===== src/rtl/gsn_div_seq_if.sv =====
// Valid/ready operand and result channels of the signed sequential divider.
interface gsn_div_seq_if #(
  parameter int DIVIDEND_WIDTH = 22,
  parameter int DIVISOR_WIDTH  = 11
);
  logic                      in_valid;
  logic                      in_ready;
  logic [DIVIDEND_WIDTH-1:0] dividend;
  logic [DIVISOR_WIDTH-1:0]  divisor;
  logic                      out_valid;
  logic                      out_ready;
  logic [DIVIDEND_WIDTH-1:0] quotient;
  logic [DIVISOR_WIDTH-1:0]  remainder;
  logic                      div_by_zero;
  logic                      overflow;

  modport master (
    output in_valid, dividend, divisor, out_ready,
    input  in_ready, out_valid, quotient, remainder, div_by_zero, overflow
  );

  modport slave (
    input  in_valid, dividend, divisor, out_ready,
    output in_ready, out_valid, quotient, remainder, div_by_zero, overflow
  );
endinterface


===== src/rtl/gsn_div_seq.sv =====
// Signed restoring divider, one quotient bit per cycle, for Gaussian filter
// normalisation (weighted sum / kernel weight sum).
//
// state | meaning
// IDLE  | ready for operands
// CALC  | restoring iterations, then one sign-fix/flag cycle
// DONE  | result valid, held until out_ready
module gsn_div_seq #(
  parameter int DIVIDEND_WIDTH = 22,
  parameter int DIVISOR_WIDTH  = 11
) (
  input logic clk,
  input logic reset,
  gsn_div_seq_if.slave bus
);
  localparam int CW = $clog2(DIVIDEND_WIDTH);
  localparam logic [CW-1:0] CNT_LOAD = CW'(DIVIDEND_WIDTH - 1);
  localparam logic [DIVIDEND_WIDTH-1:0] Q_MAX = {1'b0, {(DIVIDEND_WIDTH-1){1'b1}}};
  localparam logic [DIVIDEND_WIDTH-1:0] Q_MIN = {1'b1, {(DIVIDEND_WIDTH-1){1'b0}}};

  typedef enum logic [1:0] {IDLE, CALC, DONE} state_t;
  state_t state;

  logic [DIVIDEND_WIDTH-1:0] qm;
  logic [DIVISOR_WIDTH:0]    rem_p;
  logic [DIVISOR_WIDTH-1:0]  dvs_mag;
  logic [DIVISOR_WIDTH-1:0]  dvd_lo;
  logic                      neg_dvd, neg_dvs, zero_dvs, ovf, fix;
  logic [CW-1:0]             cnt;

  logic [DIVIDEND_WIDTH-1:0] q_r;
  logic [DIVISOR_WIDTH-1:0]  r_r;
  logic                      dbz_r, ovf_r;

  logic [DIVIDEND_WIDTH-1:0] dvd_abs;
  logic [DIVISOR_WIDTH-1:0]  dvs_abs;
  logic [DIVISOR_WIDTH:0]    sh, diff;
  logic                      ge;
  logic [DIVISOR_WIDTH-1:0]  rem_mag;

  // The most-negative operands negate onto themselves, which is the correct
  // unsigned magnitude.
  always_comb begin
    dvd_abs = bus.dividend[DIVIDEND_WIDTH-1] ? -bus.dividend : bus.dividend;
    dvs_abs = bus.divisor[DIVISOR_WIDTH-1]   ? -bus.divisor  : bus.divisor;
    sh      = {rem_p[DIVISOR_WIDTH-1:0], qm[DIVIDEND_WIDTH-1]};
    diff    = sh - {1'b0, dvs_mag};
    ge      = (sh >= {1'b0, dvs_mag});
    rem_mag = rem_p[DIVISOR_WIDTH-1:0];
  end

  always_ff @(posedge clk or negedge reset) begin
    if (!reset) begin
      state    <= IDLE;
      qm       <= '0;
      rem_p    <= '0;
      dvs_mag  <= '0;
      dvd_lo   <= '0;
      neg_dvd  <= 1'b0;
      neg_dvs  <= 1'b0;
      zero_dvs <= 1'b0;
      ovf      <= 1'b0;
      fix      <= 1'b0;
      cnt      <= '0;
      q_r      <= '0;
      r_r      <= '0;
      dbz_r    <= 1'b0;
      ovf_r    <= 1'b0;
    end else begin
      case (state)
        IDLE: begin
          if (bus.in_valid) begin
            qm       <= dvd_abs;
            rem_p    <= '0;
            dvs_mag  <= dvs_abs;
            dvd_lo   <= bus.dividend[DIVISOR_WIDTH-1:0];
            neg_dvd  <= bus.dividend[DIVIDEND_WIDTH-1];
            neg_dvs  <= bus.divisor[DIVISOR_WIDTH-1];
            zero_dvs <= (bus.divisor == '0);
            ovf      <= (bus.dividend == Q_MIN) && (bus.divisor == '1);
            cnt      <= CNT_LOAD;
            fix      <= 1'b0;
            state    <= CALC;
          end
        end
        CALC: begin
          if (!fix) begin
            qm    <= {qm[DIVIDEND_WIDTH-2:0], ge};
            rem_p <= ge ? diff : sh;
            if (cnt == '0) fix <= 1'b1;
            else           cnt <= cnt - CW'(1);
          end else begin
            // Iterations always run to completion; flags override the result here.
            if (zero_dvs) begin
              q_r <= neg_dvd ? Q_MIN : Q_MAX;
              r_r <= dvd_lo;
            end else if (ovf) begin
              q_r <= Q_MAX;
              r_r <= '0;
            end else begin
              q_r <= (neg_dvd ^ neg_dvs) ? -qm : qm;
              r_r <= neg_dvd ? -rem_mag : rem_mag;
            end
            dbz_r <= zero_dvs;
            ovf_r <= ovf & ~zero_dvs;
            state <= DONE;
          end
        end
        DONE: begin
          if (bus.out_ready) state <= IDLE;
        end
        default: state <= IDLE;
      endcase
    end
  end

  assign bus.in_ready    = (state == IDLE);
  assign bus.out_valid   = (state == DONE);
  assign bus.quotient    = q_r;
  assign bus.remainder   = r_r;
  assign bus.div_by_zero = dbz_r;
  assign bus.overflow    = ovf_r;
endmodule

===== src/flat_wrapper.sv =====
// flat-port wrapper written by rule: the top's interface ports become plain ports
module gsn_div_seq_flat 
#(
  parameter int DIVIDEND_WIDTH = 22,
  parameter int DIVISOR_WIDTH  = 11
)
  (clk, reset, bus_in_valid, bus_dividend, bus_divisor, bus_out_ready, bus_in_ready, bus_out_valid, bus_quotient, bus_remainder, bus_div_by_zero, bus_overflow);
  gsn_div_seq_if #(.DIVIDEND_WIDTH(DIVIDEND_WIDTH), .DIVISOR_WIDTH(DIVISOR_WIDTH)) bus_i ();
  input logic clk;
  input logic reset;
  input wire logic [$bits(bus_i.in_valid)-1:0] bus_in_valid;
  input wire logic [$bits(bus_i.dividend)-1:0] bus_dividend;
  input wire logic [$bits(bus_i.divisor)-1:0] bus_divisor;
  input wire logic [$bits(bus_i.out_ready)-1:0] bus_out_ready;
  output wire logic [$bits(bus_i.in_ready)-1:0] bus_in_ready;
  output wire logic [$bits(bus_i.out_valid)-1:0] bus_out_valid;
  output wire logic [$bits(bus_i.quotient)-1:0] bus_quotient;
  output wire logic [$bits(bus_i.remainder)-1:0] bus_remainder;
  output wire logic [$bits(bus_i.div_by_zero)-1:0] bus_div_by_zero;
  output wire logic [$bits(bus_i.overflow)-1:0] bus_overflow;
  assign bus_i.in_valid = bus_in_valid;
  assign bus_i.dividend = bus_dividend;
  assign bus_i.divisor = bus_divisor;
  assign bus_i.out_ready = bus_out_ready;
  assign bus_in_ready = bus_i.in_ready;
  assign bus_out_valid = bus_i.out_valid;
  assign bus_quotient = bus_i.quotient;
  assign bus_remainder = bus_i.remainder;
  assign bus_div_by_zero = bus_i.div_by_zero;
  assign bus_overflow = bus_i.overflow;
  gsn_div_seq #(.DIVIDEND_WIDTH(DIVIDEND_WIDTH), .DIVISOR_WIDTH(DIVISOR_WIDTH)) u_core (.clk(clk), .reset(reset), .bus(bus_i));
endmodule

===== config.mk =====
export PLATFORM = sky130hd
export DESIGN_NAME = gsn_div_seq_flat
export DESIGN_NICKNAME = d
export VERILOG_FILES = /design/src/rtl/gsn_div_seq_if.sv /design/src/rtl/gsn_div_seq.sv /design/src/flat_wrapper.sv
export SDC_FILE = /design/constraint.sdc
export NUM_CORES = 1
export LEC_CHECK = 0
export CAP_MARGIN = 20
export CORE_UTILIZATION = 61
export DETAILED_ROUTE_END_ITERATION = 16
export GPL_ROUTABILITY_DRIVEN = 0
export PLACE_DENSITY = 0.86
export SLEW_MARGIN = 20
export SYNTH_ARGS = -nofsm -noshare
export SYNTH_HDL_FRONTEND = slang
export SYNTH_SLANG_ARGS = --single-unit

===== constraint.sdc =====
create_clock -name clk -period 7.3 [get_ports clk]
set_clock_uncertainty 0.1 [all_clocks]
set_input_delay 1.825 -clock clk [delete_from_list [all_inputs] [get_ports clk]]
set_output_delay 1.825 -clock clk [all_outputs]
set_load 0.01 [all_outputs]

==> run metrics <==
sequential share of power=0.347; placed cell count=898; Post-Synth Adder-Cell Area=0.0392; Filler Cells Inserted=705; share of post-route cells with drive strength above 1=0.0576; actual slew at the worst max-slew pin=957 ps; dpl ws=2790 ps; Slew Viols, Final=0; Synth top area share=0.408; RSZ-0062 raised after global routing=false; Power Internal=1.63 mW; Fmax=241 MHz; Layout Cells excl Fill=914; outcome=finished clean; Layout Utilization=0.734; critical-path maximum fanout=9; Worst setup endpoint=u_core.qm[18]$_DFFE_PN0P_; nets=832; Worst-path clk slew=110 ps; Clk Latency, worst-skew pair=390 ps; htree depth=3; global-route wire length before repair=25400 um; Chip Height=103 um; dpl cell area=7050 um2; largest net degree at the start of global routing=61; worst-case vdd ir drop=0.175 mV; CP startpoint kind=primary input; Synth Area in XOR/XNOR=0.0909; Worst Hold Class=register to register; NetSw=1.34 mW; Final Power=2.97 mW; GRT overflow=0; Post-Synth Simple-Gate Area=0.189; routed via count=5584; setup TNS=0 ps; Resized cells post-CTS=0; Initial Utilization=0.635; hold_buf cts=0; Routed wire per std cell=16.8 um; All-Layer GR Usage=0.310; post-synthesis mux area share=0.0116; final instance area=7240 um2; postcts setup bufs=0; ANT nets after route=0; min-delay src=u_core.bus.quotient[1]$_DFFE_PN0P_; Starting DRT DRC Count=436; Detailed Place HPWL=11300 um; Worst Path Arrival=4370 ps; CP Capture Type=register; Mapped Area=6260 um2; Die ar.=10700 um2; dominant synthesized flop cell=dfrtp_1; Synth area leader=dfrtp_1; vias in the first global route=5310; sequential area share after synthesis=0.408; final hold vios=0; R2R Setup Slk=4390 ps; n_diodes=0; Via density=6.11; Yosys warnings=0; largest family of logic cells by synthesized area=compound AO/OA/AOI/OAI gates; final worst slack=3140 ps; Layout area overhead=15.6%; Sw Share=0.451; CTS tree=yes; CTS root buf=clkbuf_8; Die Wd=103 um; post-route clock period utilization=0.570; clock buffer depth=2; Gate Count Post-Synth=730; Crit Path Category=primary input to register; Synth area leaders=dfrtp_1 (41%), nand2_1 (7.3%), o21ai_0 (5.0%), xor2_1 (4.8%), xnor2_1 (4.3%); Async SR Flop Fraction=1.00; crit path launch=bus_dividend[8]; antenna violations before repair=0; Mapped Nets=786; hold slack=388 ps; IO Port Bufs=73; DRT Pass-1 Iters=5; Gate power share=0.535; Worst EP required=7510 ps; Slew HR=0.360; Core Box Area=9860 um2; DRC=0; Register-to-Register Path Depth=9; Clock Sink Count=102; setup violators final=0; R2R Path Start=u_core.qm[21]$_DFFE_PN0P_; TritonCTS Buffers=9; Pwr per Cell Area=410 nW/um2; Yosys reg bits=102; cell row count=36; Netlist cell types=56; # IOs=74; Leak Pwr=3.20 nW; Synth Area in Compound Gates=0.215; minimum clock period=4160 ps; reg-to-reg critical path endpoint=u_core.qm[0]$_DFFE_PN0P_; Max Cap Viol=0; total wire length=15300 um; Post-synth EDFFs=0; average size of a mapped cell=8.58 um2; Clk network pwr share=0.119
## state kept, by name, indices dropped and copies added, names as in the netlist, 2 cells and up
signal / count
u_core.dvd_lo: 11
u_core.cnt: 5
u_core.qm: 22
u_core.rem_p: 11
u_core.bus.quotient: 22
u_core.bus.remainder: 11
u_core.state: 2
u_core.dvs_mag: 11
## worst min-delay path by stage
| stage | end | slack, ps | cells past startpoint |
|---|---|---|---|
| after floorplan | u_core.dvd_lo[5]$_DFFE_PN0P_ | 350 | 2 |
| after CTS | u_core.bus.quotient[2]$_DFFE_PN0P_ | 390 | 1 |
| final | u_core.bus.quotient[1]$_DFFE_PN0P_ | 390 | 1 |
| after detailed placement | u_core.bus.quotient[2]$_DFFE_PN0P_ | 370 | 1 |
| after global routing | u_core.bus.quotient[8]$_DFFE_PN0P_ | 400 | 1 |
| after global placement | u_core.bus.quotient[7]$_DFFE_PN0P_ | 360 | 1 |
## synth_stat cells (13+ instances only)
master    number
ha_1          18
a21o_1        18
xor2_1        34
xnor2_1       31
inv_1         29
nand3_1       13
o211ai_1      15
dfrtp_1      102
o21ai_0       62
clkbuf_1      39
nand2_1      121
nand4_1       15
a21oi_1       43
nor2_1        46
o31ai_1       14
or3_1         13
## routing by layer
| metal | global-route usage | up-vias | wire length, um |
|---|---|---|---|
| met5 | 0 | - | 0 |
| met4 | 0.119 | 0 | 357 |
| met3 | 0.0450 | 33 | 1070 |
| met2 | 0.510 | 251 | 7230 |
| met1 | 0.418 | 2641 | 6680 |
| li1 | - | 2659 | - |
## critical path: stages
cell and delay [ps]:
clkdlybuf4s50_1 490, or4_4 600, or4_1 640, o31ai_1 380
xnor2_1 170, nor2_1 70, o21ai_1 180
## final cells by class
class / instances / area, um2 / area share
multi-input cells: 554 / 3440 / 0.475
flip-flops and latches: 102 / 2550 / 0.352
repair buffers: 80 / 781 / 0.108
inverters: 29 / 109 / 0.0150
well taps: 133 / 166 / 0.0230
clock buffers: 9 / 124 / 0.0171
clock inverters: 7 / 66.3 / 0.00916
## cell usage in the layout, fill, tap and decap left out, types with 18 or more instances in the layout
master | synthesis | final
nor2_1 | 46 | 45
xor2_1 | 34 | 34
ha_1 | 18 | 18
inv_1 | 29 | 29
a21oi_1 | 43 | 43
nand2_1 | 121 | 120
o21ai_0 | 62 | 62
clkdlybuf4s50_1 | 0 | 72
xnor2_1 | 31 | 31
a21o_1 | 18 | 18
dfrtp_1 | 102 | 102
## power by group through the flow
stage / registers (mW) / logic [mW] / clock network, mW
3_5_place_dp: 1.03 / 1.56 / 0
3_3_place_gp: 1.02 / 1.50 / 0
2_1_floorplan: 0.996 / 1.09 / 0
5_1_grt: 1.06 / 1.78 / 0.375
6_report: 1.03 / 1.59 / 0.352
4_1_cts: 1.02 / 1.58 / 0.355
## logic make-up (layout without fill, tap and decap cells)
logic type / Yosys count / count (layout)
AOI/OAI and AO/OA: 208 / 208
xor gates and xnor gates: 65 / 65
buffers and inverters: 74 / 125
and+or+nand+nor: 255 / 255
DFF: 102 / 102
adders and majority gates: 19 / 19
muxes: 7 / 7
No activity file was read; power rests on OpenSTA's default activity.
